**src/rtl/sdram_port_pkg.sv**
```systemverilog
// Shared types and default sizes for the buffered SDRAM responder port.
package sdram_port_pkg;

   localparam int ADDR_W_DEF   = 25;
   localparam int DATA_W_DEF   = 16;
   localparam int CNT_W_DEF    = 16;
   localparam int DEPTH_LG_DEF = 3;

   typedef enum logic [1:0] {
      IDLE    = 2'd0,
      WR_REQ  = 2'd1,
      RD_REQ  = 2'd2,
      RD_WAIT = 2'd3
   } port_state_t;

   // True while a read transaction is in flight (requested or awaiting data).
   function automatic logic is_rd_state(input port_state_t s);
      return (s == RD_REQ) || (s == RD_WAIT);
   endfunction

endpackage

```
**src/rtl/sync_fifo.sv**
```systemverilog
// Single-clock FIFO with synchronous flush. head_o shows the oldest word
// whenever the FIFO is non-empty; count, full and empty are registered.
module sync_fifo #(
   parameter int DATA_W   = 16,
   parameter int DEPTH_LG = 3
) (
   input  logic                clk,
   input  logic                reset,
   input  logic                flush_i,
   input  logic                push_i,
   input  logic                pop_i,
   input  logic [DATA_W-1:0]   wdata_i,
   output logic [DATA_W-1:0]   head_o,
   output logic [DEPTH_LG:0]   count_o,
   output logic                full_o,
   output logic                empty_o
);

   localparam int DEPTH = 2 ** DEPTH_LG;
   localparam logic [DEPTH_LG:0] DEPTH_CNT = (DEPTH_LG + 1)'(DEPTH);

   logic [DATA_W-1:0]   mem_q [DEPTH];
   logic [DEPTH_LG-1:0] wr_ptr_q, wr_ptr_d;
   logic [DEPTH_LG-1:0] rd_ptr_q, rd_ptr_d;
   logic [DEPTH_LG:0]   count_q, count_d;
   logic                do_push;
   logic                do_pop;

   assign full_o  = (count_q == DEPTH_CNT);
   assign empty_o = (count_q == '0);
   assign count_o = count_q;
   assign head_o  = mem_q[rd_ptr_q];

   // A push into a full FIFO or a pop from an empty one is simply ignored.
   assign do_push = push_i & ~full_o  & ~flush_i;
   assign do_pop  = pop_i  & ~empty_o & ~flush_i;

   // Pointer and occupancy next-state; flush wins over everything.
   always_comb begin
      wr_ptr_d = wr_ptr_q;
      rd_ptr_d = rd_ptr_q;
      count_d  = count_q;
      if (flush_i) begin
         wr_ptr_d = '0;
         rd_ptr_d = '0;
         count_d  = '0;
      end else begin
         if (do_push) wr_ptr_d = wr_ptr_q + DEPTH_LG'(1);
         if (do_pop)  rd_ptr_d = rd_ptr_q + DEPTH_LG'(1);
         case ({do_push, do_pop})
            2'b10:   count_d = count_q + (DEPTH_LG + 1)'(1);
            2'b01:   count_d = count_q - (DEPTH_LG + 1)'(1);
            default: count_d = count_q;
         endcase
      end
   end

   // Pointer and occupancy registers.
   always_ff @(posedge clk or posedge reset) begin
      if (reset) begin
         wr_ptr_q <= '0;
         rd_ptr_q <= '0;
         count_q  <= '0;
      end else begin
         wr_ptr_q <= wr_ptr_d;
         rd_ptr_q <= rd_ptr_d;
         count_q  <= count_d;
      end
   end

   // Storage array; contents are don't-care until written.
   always_ff @(posedge clk) begin
      if (do_push) mem_q[wr_ptr_q] <= wdata_i;
   end

endmodule

```
**src/rtl/sdram_fifo_port.sv**
```systemverilog
// Buffered SDRAM responder port: client writes are queued and drained to
// memory at an auto-incrementing address, reads are prefetched into a FIFO.
//
// state   | meaning
// --------+-----------------------------------------------------------
// IDLE    | no transaction outstanding; writes take priority over reads
// WR_REQ  | write request held on the memory port until mem_ack
// RD_REQ  | read request held on the memory port until mem_ack
// RD_WAIT | read accepted, waiting for mem_rvalid
module sdram_fifo_port
   import sdram_port_pkg::*;
#(
   parameter int ADDR_W   = ADDR_W_DEF,
   parameter int DATA_W   = DATA_W_DEF,
   parameter int CNT_W    = CNT_W_DEF,
   parameter int DEPTH_LG = DEPTH_LG_DEF
) (
   input  logic              clk,
   input  logic              reset,
   input  logic              write_ld,
   input  logic [ADDR_W-1:0] writeaddr,
   input  logic              write_req,
   input  logic [DATA_W-1:0] writedata,
   input  logic              read_ld,
   input  logic [ADDR_W-1:0] readaddr,
   input  logic              read_req,
   output logic [DATA_W-1:0] readdata,
   output logic [CNT_W-1:0]  wr_buffer,
   output logic [CNT_W-1:0]  rd_buffer,
   output logic              wr_overflow,
   output logic              rd_underflow,
   output logic              mem_req,
   output logic              mem_we,
   output logic [ADDR_W-1:0] mem_addr,
   output logic [DATA_W-1:0] mem_wdata,
   input  logic              mem_ack,
   input  logic              mem_rvalid,
   input  logic [DATA_W-1:0] mem_rdata
);

   port_state_t state_q, state_d;

   logic [ADDR_W-1:0] wr_addr_q, wr_addr_d;
   logic [ADDR_W-1:0] rd_addr_q, rd_addr_d;
   logic [ADDR_W-1:0] mem_addr_q, mem_addr_d;
   logic [DATA_W-1:0] mem_wdata_q, mem_wdata_d;
   logic [DATA_W-1:0] readdata_q, readdata_d;
   logic              wr_overflow_q, wr_overflow_d;
   logic              rd_underflow_q, rd_underflow_d;
   logic              prefetch_en_q, prefetch_en_d;
   logic              wr_stale_q, wr_stale_d;
   logic              rd_stale_q, rd_stale_d;

   logic              wf_push, wf_pop, wf_full, wf_empty;
   logic [DATA_W-1:0] wf_head;
   logic [DEPTH_LG:0] wf_count;
   logic              rf_push, rf_pop, rf_full, rf_empty;
   logic [DATA_W-1:0] rf_head;
   logic [DEPTH_LG:0] rf_count;

   logic              start_wr, start_rd;
   logic              wr_done, wr_commit;
   logic              rd_done, rd_commit;

   sync_fifo #(.DATA_W(DATA_W), .DEPTH_LG(DEPTH_LG)) u_wr_fifo (
      .clk     (clk),
      .reset   (reset),
      .flush_i (write_ld),
      .push_i  (wf_push),
      .pop_i   (wf_pop),
      .wdata_i (writedata),
      .head_o  (wf_head),
      .count_o (wf_count),
      .full_o  (wf_full),
      .empty_o (wf_empty)
   );

   sync_fifo #(.DATA_W(DATA_W), .DEPTH_LG(DEPTH_LG)) u_rd_fifo (
      .clk     (clk),
      .reset   (reset),
      .flush_i (read_ld),
      .push_i  (rf_push),
      .pop_i   (rf_pop),
      .wdata_i (mem_rdata),
      .head_o  (rf_head),
      .count_o (rf_count),
      .full_o  (rf_full),
      .empty_o (rf_empty)
   );

   // A load in the same cycle suppresses starting a transaction from stale
   // FIFO/address contents; the next IDLE cycle sees the reloaded state.
   assign start_wr = ~wf_empty & ~write_ld;
   assign start_rd = wf_empty & prefetch_en_q & ~rf_full & ~read_ld;

   // A completion only commits (pop/push, address increment) when no load
   // landed while the transaction was in flight or in the completing cycle.
   assign wr_done   = (state_q == WR_REQ) & mem_ack;
   assign wr_commit = wr_done & ~wr_stale_q & ~write_ld;
   assign rd_done   = ((state_q == RD_WAIT) & mem_rvalid) |
                      ((state_q == RD_REQ) & mem_ack & mem_rvalid);
   assign rd_commit = rd_done & ~rd_stale_q & ~read_ld;

   assign wf_push = write_req & ~write_ld;
   assign wf_pop  = wr_commit;
   assign rf_push = rd_commit;
   assign rf_pop  = read_req & ~read_ld;

   // FSM state register.
   always_ff @(posedge clk or posedge reset) begin
      if (reset) state_q <= IDLE;
      else       state_q <= state_d;
   end

   // FSM next-state; a read whose ack and rvalid coincide skips RD_WAIT.
   always_comb begin
      state_d = state_q;
      case (state_q)
         IDLE: begin
            if (start_wr)      state_d = WR_REQ;
            else if (start_rd) state_d = RD_REQ;
         end
         WR_REQ:  if (mem_ack)    state_d = IDLE;
         RD_REQ:  if (mem_ack)    state_d = mem_rvalid ? IDLE : RD_WAIT;
         RD_WAIT: if (mem_rvalid) state_d = IDLE;
         default: state_d = IDLE;
      endcase
   end

   // FSM outputs: request strobes decoded from the state register.
   always_comb begin
      mem_req = 1'b0;
      mem_we  = 1'b0;
      case (state_q)
         WR_REQ: begin
            mem_req = 1'b1;
            mem_we  = 1'b1;
         end
         RD_REQ:  mem_req = 1'b1;
         default: ;
      endcase
   end

   // Datapath next-state: address counters, latched request, status flags.
   always_comb begin
      wr_addr_d      = wr_addr_q;
      rd_addr_d      = rd_addr_q;
      mem_addr_d     = mem_addr_q;
      mem_wdata_d    = mem_wdata_q;
      readdata_d     = readdata_q;
      prefetch_en_d  = prefetch_en_q | read_ld;

      if (write_ld)       wr_addr_d = writeaddr;
      else if (wr_commit) wr_addr_d = wr_addr_q + ADDR_W'(1);

      if (read_ld)        rd_addr_d = readaddr;
      else if (rd_commit) rd_addr_d = rd_addr_q + ADDR_W'(1);

      // Address and data are captured on entry so a later load cannot
      // disturb a request already presented to the controller.
      if (state_q == IDLE) begin
         if (start_wr) begin
            mem_addr_d  = wr_addr_q;
            mem_wdata_d = wf_head;
         end else if (start_rd) begin
            mem_addr_d  = rd_addr_q;
         end
      end

      if (rf_pop & ~rf_empty) readdata_d = rf_head;

      wr_overflow_d  = write_ld ? 1'b0 : (wr_overflow_q  | (write_req & wf_full));
      rd_underflow_d = read_ld  ? 1'b0 : (rd_underflow_q | (read_req  & rf_empty));

      wr_stale_d = (state_q == WR_REQ) & ~mem_ack & (wr_stale_q | write_ld);
      rd_stale_d = is_rd_state(state_q) & ~rd_done & (rd_stale_q | read_ld);
   end

   // Datapath registers.
   always_ff @(posedge clk or posedge reset) begin
      if (reset) begin
         wr_addr_q      <= '0;
         rd_addr_q      <= '0;
         mem_addr_q     <= '0;
         mem_wdata_q    <= '0;
         readdata_q     <= '0;
         wr_overflow_q  <= 1'b0;
         rd_underflow_q <= 1'b0;
         prefetch_en_q  <= 1'b0;
         wr_stale_q     <= 1'b0;
         rd_stale_q     <= 1'b0;
      end else begin
         wr_addr_q      <= wr_addr_d;
         rd_addr_q      <= rd_addr_d;
         mem_addr_q     <= mem_addr_d;
         mem_wdata_q    <= mem_wdata_d;
         readdata_q     <= readdata_d;
         wr_overflow_q  <= wr_overflow_d;
         rd_underflow_q <= rd_underflow_d;
         prefetch_en_q  <= prefetch_en_d;
         wr_stale_q     <= wr_stale_d;
         rd_stale_q     <= rd_stale_d;
      end
   end

   assign mem_addr     = mem_addr_q;
   assign mem_wdata    = mem_wdata_q;
   assign readdata     = readdata_q;
   assign wr_overflow  = wr_overflow_q;
   assign rd_underflow = rd_underflow_q;
   assign wr_buffer    = CNT_W'(wf_count);
   assign rd_buffer    = CNT_W'(rf_count);

endmodule
```
**config.mk**
```make
export PLATFORM = sky130hd
export DESIGN_NAME = sdram_fifo_port
export DESIGN_NICKNAME = d
export VERILOG_FILES = /design/src/rtl/sdram_port_pkg.sv /design/src/rtl/sync_fifo.sv /design/src/rtl/sdram_fifo_port.sv
export SDC_FILE = /design/constraint.sdc
export NUM_CORES = 1
export LEC_CHECK = 0
export BUFFER_PORTS_ARGS = -buffer_cell sky130_fd_sc_hd__buf_2
export CAP_MARGIN = 15
export CORE_UTILIZATION = 50
export CTS_CLUSTER_SIZE = 12
export DETAILED_ROUTE_END_ITERATION = 6
export MAX_ROUTING_LAYER = met4
export PLACE_DENSITY = 0.72
export SLEW_MARGIN = 15
export SYNTH_ARGS = -nofsm -noshare
export SYNTH_HDL_FRONTEND = slang
export SYNTH_SLANG_ARGS = --single-unit
```
**constraint.sdc**
```tcl
create_clock -name clk -period 4.8 [get_ports clk]
set_input_delay 1.2 -clock clk [delete_from_list [all_inputs] [get_ports clk]]
set_output_delay 1.2 -clock clk [all_outputs]
set_load 0.005 [all_outputs]
```
==> results_dict.tcl, run 1 <==
set metrics [dict create \
    status "complete, no violations" \
    grt_pass1_wl_um 53080 \
    die_area_mm2 0.03376 \
    grt_use_total_pct 21.28 \
    root_buffer "clkbuf_16" \
    min_from "mem_addr[24]" \
    finalClockSkew_ns 0.02222 \
    ys.flop_type "edfxtp_1" \
    synth_edf_count 256 \
    cts_setup_buffers 0 \
    cts.htree.levels 2 \
    timing.rr.start "u_rd_fifo.count_o[1]" \
    finalSetupViolCount 0 \
    min_period_ns 3.200 \
    vias_per_cell 5.500 \
    grt_max_degree 94 \
    synth_cell_types 64 \
    path_cells "buf_2 > nand2b_1 > nor4_4 > nor2_1 > ha_1 > a31oi_1 > nor2b_1 > a22o_1 > a22oi_1 > mux2_1" \
    cp_data_required_time_ns 5.21 \
    cts.sinks 390 \
    r2r_cells 9 \
    dp_cells 1671 \
    ys_ff_latch 390 \
    synth_area_mm2 0.01652 \
    finish.net_count 1379 \
    cts.path.max_buffers 3 \
    vias 9658 \
    synth_top_cell_by_area "edfxtp_1" \
    grt_overflow 0 \
    leakagePower_nw 7.087 \
    critical_path_class "in -> reg" \
    firstDrtPassIters 5 \
    critPathMaxFanout 6 \
    finalNonFillerCells 1756 \
    netlist.area_leader.share_pct 46.55 \
    wire_per_inst_um 19.56 \
    post-route-period-util_pct 66.66 \
    hold-path-endpoint "mem_addr[24]" \
    max-cap-violations 0 \
    r2r-end "u_rd_fifo.count_o[3]" \
    drc 0 \
    ant_nets 0 \
    slew-limit-headroom_pct 24.94 \
    synthCells 1099 \
    critPathBufInv 1 \
    async_flop_share_pct 34.36 \
    grt_pass1_vias 9558 \
    io_buffers 158 \
    worstSetupEndpointType "flip-flop" \
    hp-class "reg -> reg" \
    gp_congestion 0.8399 \
    cp_data_arrival_time_ns 3.61 \
    fmax_ghz 0.3125 \
    numCtsBuffers 42 \
    drive_gt1_share_pct 26.23 \
    start_util_pct 50.76 \
    holdPathStages 2 \
    n_fill_cell 2502 \
    io_pins 183 \
    finish.instance_area_mm2 0.01916 \
    cpPeakStageDelay_ns 0.46 \
    tritoncts "built" \
    dp_hpwl_um 21300 \
    placed_area_mm2 0.01780 \
    p_per_area_mw_per_mm2 457.6 \
    setup-tns-final_ns 0 \
    critPathLaunchType "primary input" \
    tightest_slew_ns 1.126 \
    hold_viol 0 \
    die_w_um 183.7 \
    area_delta_synth_final_pct 16.04 \
    ys_warn_count 0 \
    final_util_pct 58.90 \
    drt_wl_total_um 34340 \
    ys_seq_area_share_pct 66.85 \
    drt_iter0_markers 722 \
    peakVddDrop_mv 0.3854 \
    cp_top_family "simple AND/OR/NAND/NOR gates" \
    timing.final.max_slew_violations 0 \
    crit_start "mem_rvalid" \
    rsz0062_at_grt "false" \
    critPathSlowestCell "nor4_4" \
    cts_hold_buf 0 \
    clk_transition_reported_paths_ns 0.06 \
    r2r_slack_ns 1.64 \
    die_h_um 183.7 \
    antenna_found_initial 8 \
    coreArea_mm2 0.03254 \
    syn_area_per_cell_um2 15.03 \
    clk_latency_ns 0.53 \
    synthTopCellsByArea "edfxtp_1, dfrtp_1, mux4_2" \
    placementRows 66 \
    cts_resized 0 \
]
-- cells in the mapped netlist, types with 15 or more instances --
| cell | n |
|---|---|
| xnor2_1 | 20 |
| clkbuf_1 | 30 |
| mux4_2 | 64 |
| dfrtp_1 | 134 |
| a21oi_1 | 24 |
| nand3_1 | 17 |
| nor2_1 | 55 |
| nand2_1 | 111 |
| mux2i_1 | 63 |
| xor2_1 | 36 |
| buf_4 | 24 |
| nand4_1 | 17 |
| buf_2 | 18 |
| edfxtp_1 | 256 |
| ha_1 | 15 |
| o21ai_0 | 90 |
-- state kept, by name, summed over array words and instances, names as in the netlist, 2 cells and up --
register	cells
mem_addr	25
mem_wdata	16
rd_addr_q	25
readdata	16
state_q	2
u_rd_fifo.count_o	4
u_rd_fifo.mem_q	128
u_rd_fifo.rd_ptr_q	3
u_rd_fifo.wr_ptr_q	3
u_wr_fifo.count_o	4
u_wr_fifo.mem_q	128
u_wr_fifo.rd_ptr_q	3
u_wr_fifo.wr_ptr_q	3
wr_addr_q	25
-- final cells by class --
cell class / count / area (µm²) / area share (%)
Tap cell: 442 / 553.0 / 2.886
Inverter: 8 / 35.03 / 0.1828
Clock inverter: 11 / 155.1 / 0.8096
Antenna cell: 10 / 25.02 / 0.1306
Sequential cell: 390 / 11050 / 57.64
Multi-Input combinational cell: 645 / 5165 / 26.95
Clock buffer: 64 / 1185 / 6.183
Timing Repair Buffer: 186 / 1001 / 5.223
-- power breakdown --
part / total (W) / internal, W / leakage [nW] / switching, W
logic: 0.00144 / 0.000690 / 2.47 / 0.000752
registers: 0.00421 / 0.00392 / 3.96 / 0.000293
clock network: 0.00312 / 0.00187 / 0.651 / 0.00125
-- layout by cell type (no fill, tap or decap), types with 10 or more instances in the layout --
master	synthesis	layout
edfxtp_1	256	256
dfrtp_1	134	130
a21oi_1	24	24
nand4_1	17	17
o21ai_0	90	90
nand2_1	111	111
conb_1	1	24
diode_2	0	10
mux4_2	64	64
nand3_1	17	17
buf_4	24	28
nor2_1	55	54
clkbuf_16	0	43
and3_1	11	11
buf_2	18	158
xnor2_1	20	20
clkbuf_1	30	18
xor2_1	36	36
ha_1	15	15
mux2i_1	63	63
-- layer usage --
layer	global-route usage [%]	share of wire (%)	wire (µm)	vias up
met3	3.764	5.8	1990	61
met5	-	0	0	-
met2	33.83	48	16530	312
met4	7.300	2.7	938	0
li1	-	-	-	4438
met1	27.78	43	14880	4847
-- how the worst max path moves through the flow --
| stage | end | depth (start not counted) |
|---|---|---|
| finish | u_rd_fifo.count_o[3] | 10 |
| global route | u_rd_fifo.count_o[3] | 10 |
| CTS | u_rd_fifo.count_o[3] | 10 |
| detailed placement | u_rd_fifo.count_o[3] | 10 |
| global placement | u_rd_fifo.count_o[3] | 10 |
| floorplan | mem_addr[0] | 1 |
-- worst reg2reg max path: stages, from the launching register on --
cell	delay [ns]
dfrtp_1	0.52
o41ai_4	0.70
nand2b_1	0.23
nor2_1	0.08
ha_1	0.39
a31oi_1	0.12
nor2b_1	0.18
a22o_1	0.27
a22oi_1	0.20
mux2_1	0.35
-- logic make-up (layout without fill, tap and decap cells) --
family                   Yosys count  in the layout  synth area share, %
flip-flops                       390            390                66.85
multiplexers                     136            136                13.16
AND/OR/NAND/NOR                  272            272                8.144
AO/OA/AOI/OAI                    141            141                4.879
buffers and inverters             87            269                2.720
XOR/XNOR                          56             56                2.970
adder cells (fa/ha/maj)           16             16                1.258
other                              1             34              0.02271
-- per-stage QoR --
stage	hold slack [ns]	power, W	worst slack (ns)
floorplan	0.4281	0.005157	0.01725
global placement	0.4445	0.005675	1.195
detailed placement	0.4512	0.005728	1.078
CTS	0.4672	0.008856	1.637
global route	0.4931	0.009177	1.490
finish	0.4750	0.008769	1.600
(Power assumes the default switching activity.)
==> run 2: changes to the inputs <==
--- a/config.mk
+++ b/config.mk
@@ -5,13 +5,14 @@
 export SDC_FILE = /design/constraint.sdc
 export NUM_CORES = 1
 export LEC_CHECK = 0
+export ABC_AREA = 1
 export BUFFER_PORTS_ARGS = -buffer_cell sky130_fd_sc_hd__buf_2
 export CAP_MARGIN = 15
 export CORE_UTILIZATION = 50
 export CTS_CLUSTER_SIZE = 12
 export DETAILED_ROUTE_END_ITERATION = 6
 export MAX_ROUTING_LAYER = met4
-export PLACE_DENSITY = 0.72
+export PLACE_DENSITY = 0.69
 export SLEW_MARGIN = 15
 export SYNTH_ARGS = -nofsm -noshare
 export SYNTH_HDL_FRONTEND = slang
==> constraint.sdc (replaced) <==
create_clock -name clk -period 3.3 [get_ports clk]
set_input_delay 0.825 -clock clk [delete_from_list [all_inputs] [get_ports clk]]
set_output_delay 0.825 -clock clk [all_outputs]
set_load 0.005 [all_outputs]
==> run 2 against run 1 <==
  * Cell count rose by 30%
  * Via count is 29% higher
  * Clock skew grew 0.0035 ns
  * Synthesized area up 5.4%
  * Register-to-register slack got worse by 0.76 ns
  * Clock-buffer cell count is 3 higher
  * Sequential power rose by 49%
  * Largest cell class unchanged
  * Largest power group unchanged
==> results_dict.tcl, run 2 <==
set metrics [dict create \
    cts_setup_buffers 0 \
    worstSetupEndpointType "flip-flop" \
    p_per_area_mw_per_mm2 691.1 \
    multi_input_area_mm2 0.005523 \
    fin_ws_ns 0.8782 \
    cp_data_required_time_ns 3.72 \
    status "complete, no violations" \
    critPathLaunchType "flip-flop" \
    setup-tns-final_ns 0 \
    ys.flop_type "edfxtp_1" \
    ys_seq_area_share_pct 63.40 \
    p_clk_share_pct 33.6 \
    drive_gt1_share_pct 17.31 \
    ys_ff_latch 390 \
    synthTopCellsByArea "edfxtp_1, dfrtp_1, nand2_1" \
    finish.net_count 1899 \
    max-cap-violations 0 \
    min_period_ns 2.422 \
    final_common_cell "nand2_1" \
    grt_use_total_pct 23.93 \
    numCtsBuffers 42 \
    slew-limit-headroom_pct 46.63 \
    n_fill_cell 2797 \
    root_buffer "clkbuf_16" \
    drt_wl_total_um 40990 \
    vias 12431 \
    tritoncts "built" \
    clk_transition_reported_paths_ns 0.06 \
    ant_nets 0 \
    cp_data_arrival_time_ns 2.84 \
    synth_area_mm2 0.01741 \
    synthCells 1631 \
    hp-class "in -> async" \
    cts.sinks 390 \
    grt_overflow 0 \
    seqCellArea_mm2 0.01104 \
    die_area_mm2 0.03558 \
    peakVddDrop_mv 0.4359 \
    endpoint "u_wr_fifo.count_o[3]" \
    switchingPower_w 0.004212 \
    critPathMaxFanout 6 \
    wire_per_inst_um 18.01 \
    hold_viol 0 \
    grt_pass1_wl_um 64940 \
    grt_pass1_vias 12106 \
    timing.rr.start "state_q[1]" \
    synth_common_cells "nand2_1, nor2_1, edfxtp_1" \
    gp_congestion 0.9395 \
    tightest_slew_ns 0.8005 \
    r2r-end "u_wr_fifo.count_o[3]" \
    fmax_ghz 0.4129 \
    power_frac_comb_pct 21.0 \
    p_seq_share_pct 45.4 \
    r2r_cells 12 \
    netlist.area_leader.share_pct 44.14 \
    cts_hold_buf 0 \
    clk_latency_ns 0.56 \
    power.internal_w 0.009643 \
    cts.path.max_buffers 3 \
    finalClockSkew_ns 0.02568 \
    crit_start "state_q[1]" \
    drt_iter0_markers 1031 \
    placementRows 67 \
    cts_resized 0 \
    async_flop_share_pct 34.36 \
    die_w_um 188.6 \
    start_util_pct 51.42 \
    vias_per_cell 5.462 \
    pre_cts_ws_ns 0.6149 \
    critical_path_class "reg -> reg" \
    io_buffers 158 \
    leakagePower_nw 7.869 \
    timing.final.max_slew_violations 0 \
    synth_cell_types 48 \
    ys_warn_count 0 \
    drc 0 \
    dp_hpwl_um 26570 \
    io_pins 183 \
    cts.htree.levels 2 \
    coreArea_mm2 0.03387 \
    synth_top_cell_by_area "edfxtp_1" \
    yosysMostFrequentCell "nand2_1" \
    die_h_um 188.6 \
    reg.largest.list "u_rd_fifo.mem_q: 128 flops, u_wr_fifo.mem_q: 128 flops" \
    area_delta_synth_final_pct 15.13 \
    finalSetupViolCount 0 \
    antenna_found_initial 2 \
    mostFrequentLayoutCells "nand2_1, nor2_1, edfxtp_1, buf_2, dfrtp_1" \
    hold-worst-slack_ns 0.3932 \
    rsz0062_at_grt "false" \
    final_util_pct 59.20 \
    post-route-period-util_pct 73.39 \
    firstDrtPassIters 5 \
    r2r_slack_ns 0.88 \
    synth_edf_count 256 \
    switching_share_pct 30.40 \
    grt_max_degree 68 \
    syn_area_per_cell_um2 10.68 \
]
-- run 2: cell types whose count changed in the layout (fill, tap and decap cells not counted), sizes merged, moves of 33 or more --
cell and delta:
inv +98, mux2i -45, nand3 +46, nor2 +225
nand2 +177, mux4 -64, o32ai +46, o211ai +33
o21ai +54
-- run 2: how the worst min path moves through the flow --
stage | endpoint | slack, ns | cells after the start
2_1_floorplan | prefetch_en_q | 0.42 | 2
3_3_place_gp | readdata[15] | 0.46 | 2
3_5_place_dp | readdata[15] | 0.46 | 2
4_1_cts | mem_wdata[4] | 0.40 | 2
5_1_grt | mem_wdata[4] | 0.43 | 2
6_report | mem_wdata[4] | 0.39 | 2
-- run 2: per-stage QoR --
step,instance area [µm²],power (W),instances
floorplan,17500,0.008198,1654
global placement,18660,0.009214,2197
detailed placement,18660,0.009301,2197
CTS,20040,0.01398,2274
global route,20050,0.01456,2276
finish,20050,0.01386,2276
-- run 2: cell families after synthesis --
family	count (synthesis)	share of synthesized area [%]
compound gates	308	11.38
flops	390	63.40
other cells	1	0.02153
simple gates	662	16.18
mux	18	1.035
buf+inv	210	5.482
xor+xnor	26	1.308
fa+ha+maj	16	1.193
-- run 2: final cells by class --
cell class	count	share of cell area, %
diodes	2	0.02496
clock buffers	67	6.016
clock inverters	10	0.8924
inverters	111	2.103
multi-input cells	1054	27.55
flip-flops and latches	390	55.08
well taps	448	2.796
repair buffers	194	5.542
-- run 2: power groups by stage --
stage          Sequential (W)  Combinational (W)  Clock (W)
2_1_floorplan         0.00627            0.00193          0
5_1_grt               0.00636            0.00328    0.00492
4_1_cts               0.00629            0.00294    0.00476
3_3_place_gp          0.00635            0.00286          0
3_5_place_dp          0.00638            0.00292          0
6_report              0.00629            0.00291    0.00465
-- run 2: metal layers --
layer  up-vias  global-route usage, %  part of all wire (%)
li1       5990                      -                     -
met1      5984                  31.59                    43
met2       397                  38.65                    49
met3        60                  3.557                   6.0
met4         0                  6.700                   2.3
met5         -                      -                     0
-- run 2: worst max-delay path: stages (launching register included) --
cell	delay (ns)
dfrtp_1	0.40
inv_1	0.12
ha_1	0.28
nand3_2	0.19
nor2_4	0.19
nand2_2	0.11
inv_1	0.13
ha_1	0.28
a21oi_1	0.15
nand2_1	0.07
xor2_1	0.16
xor2_1	0.15
o22ai_1	0.08
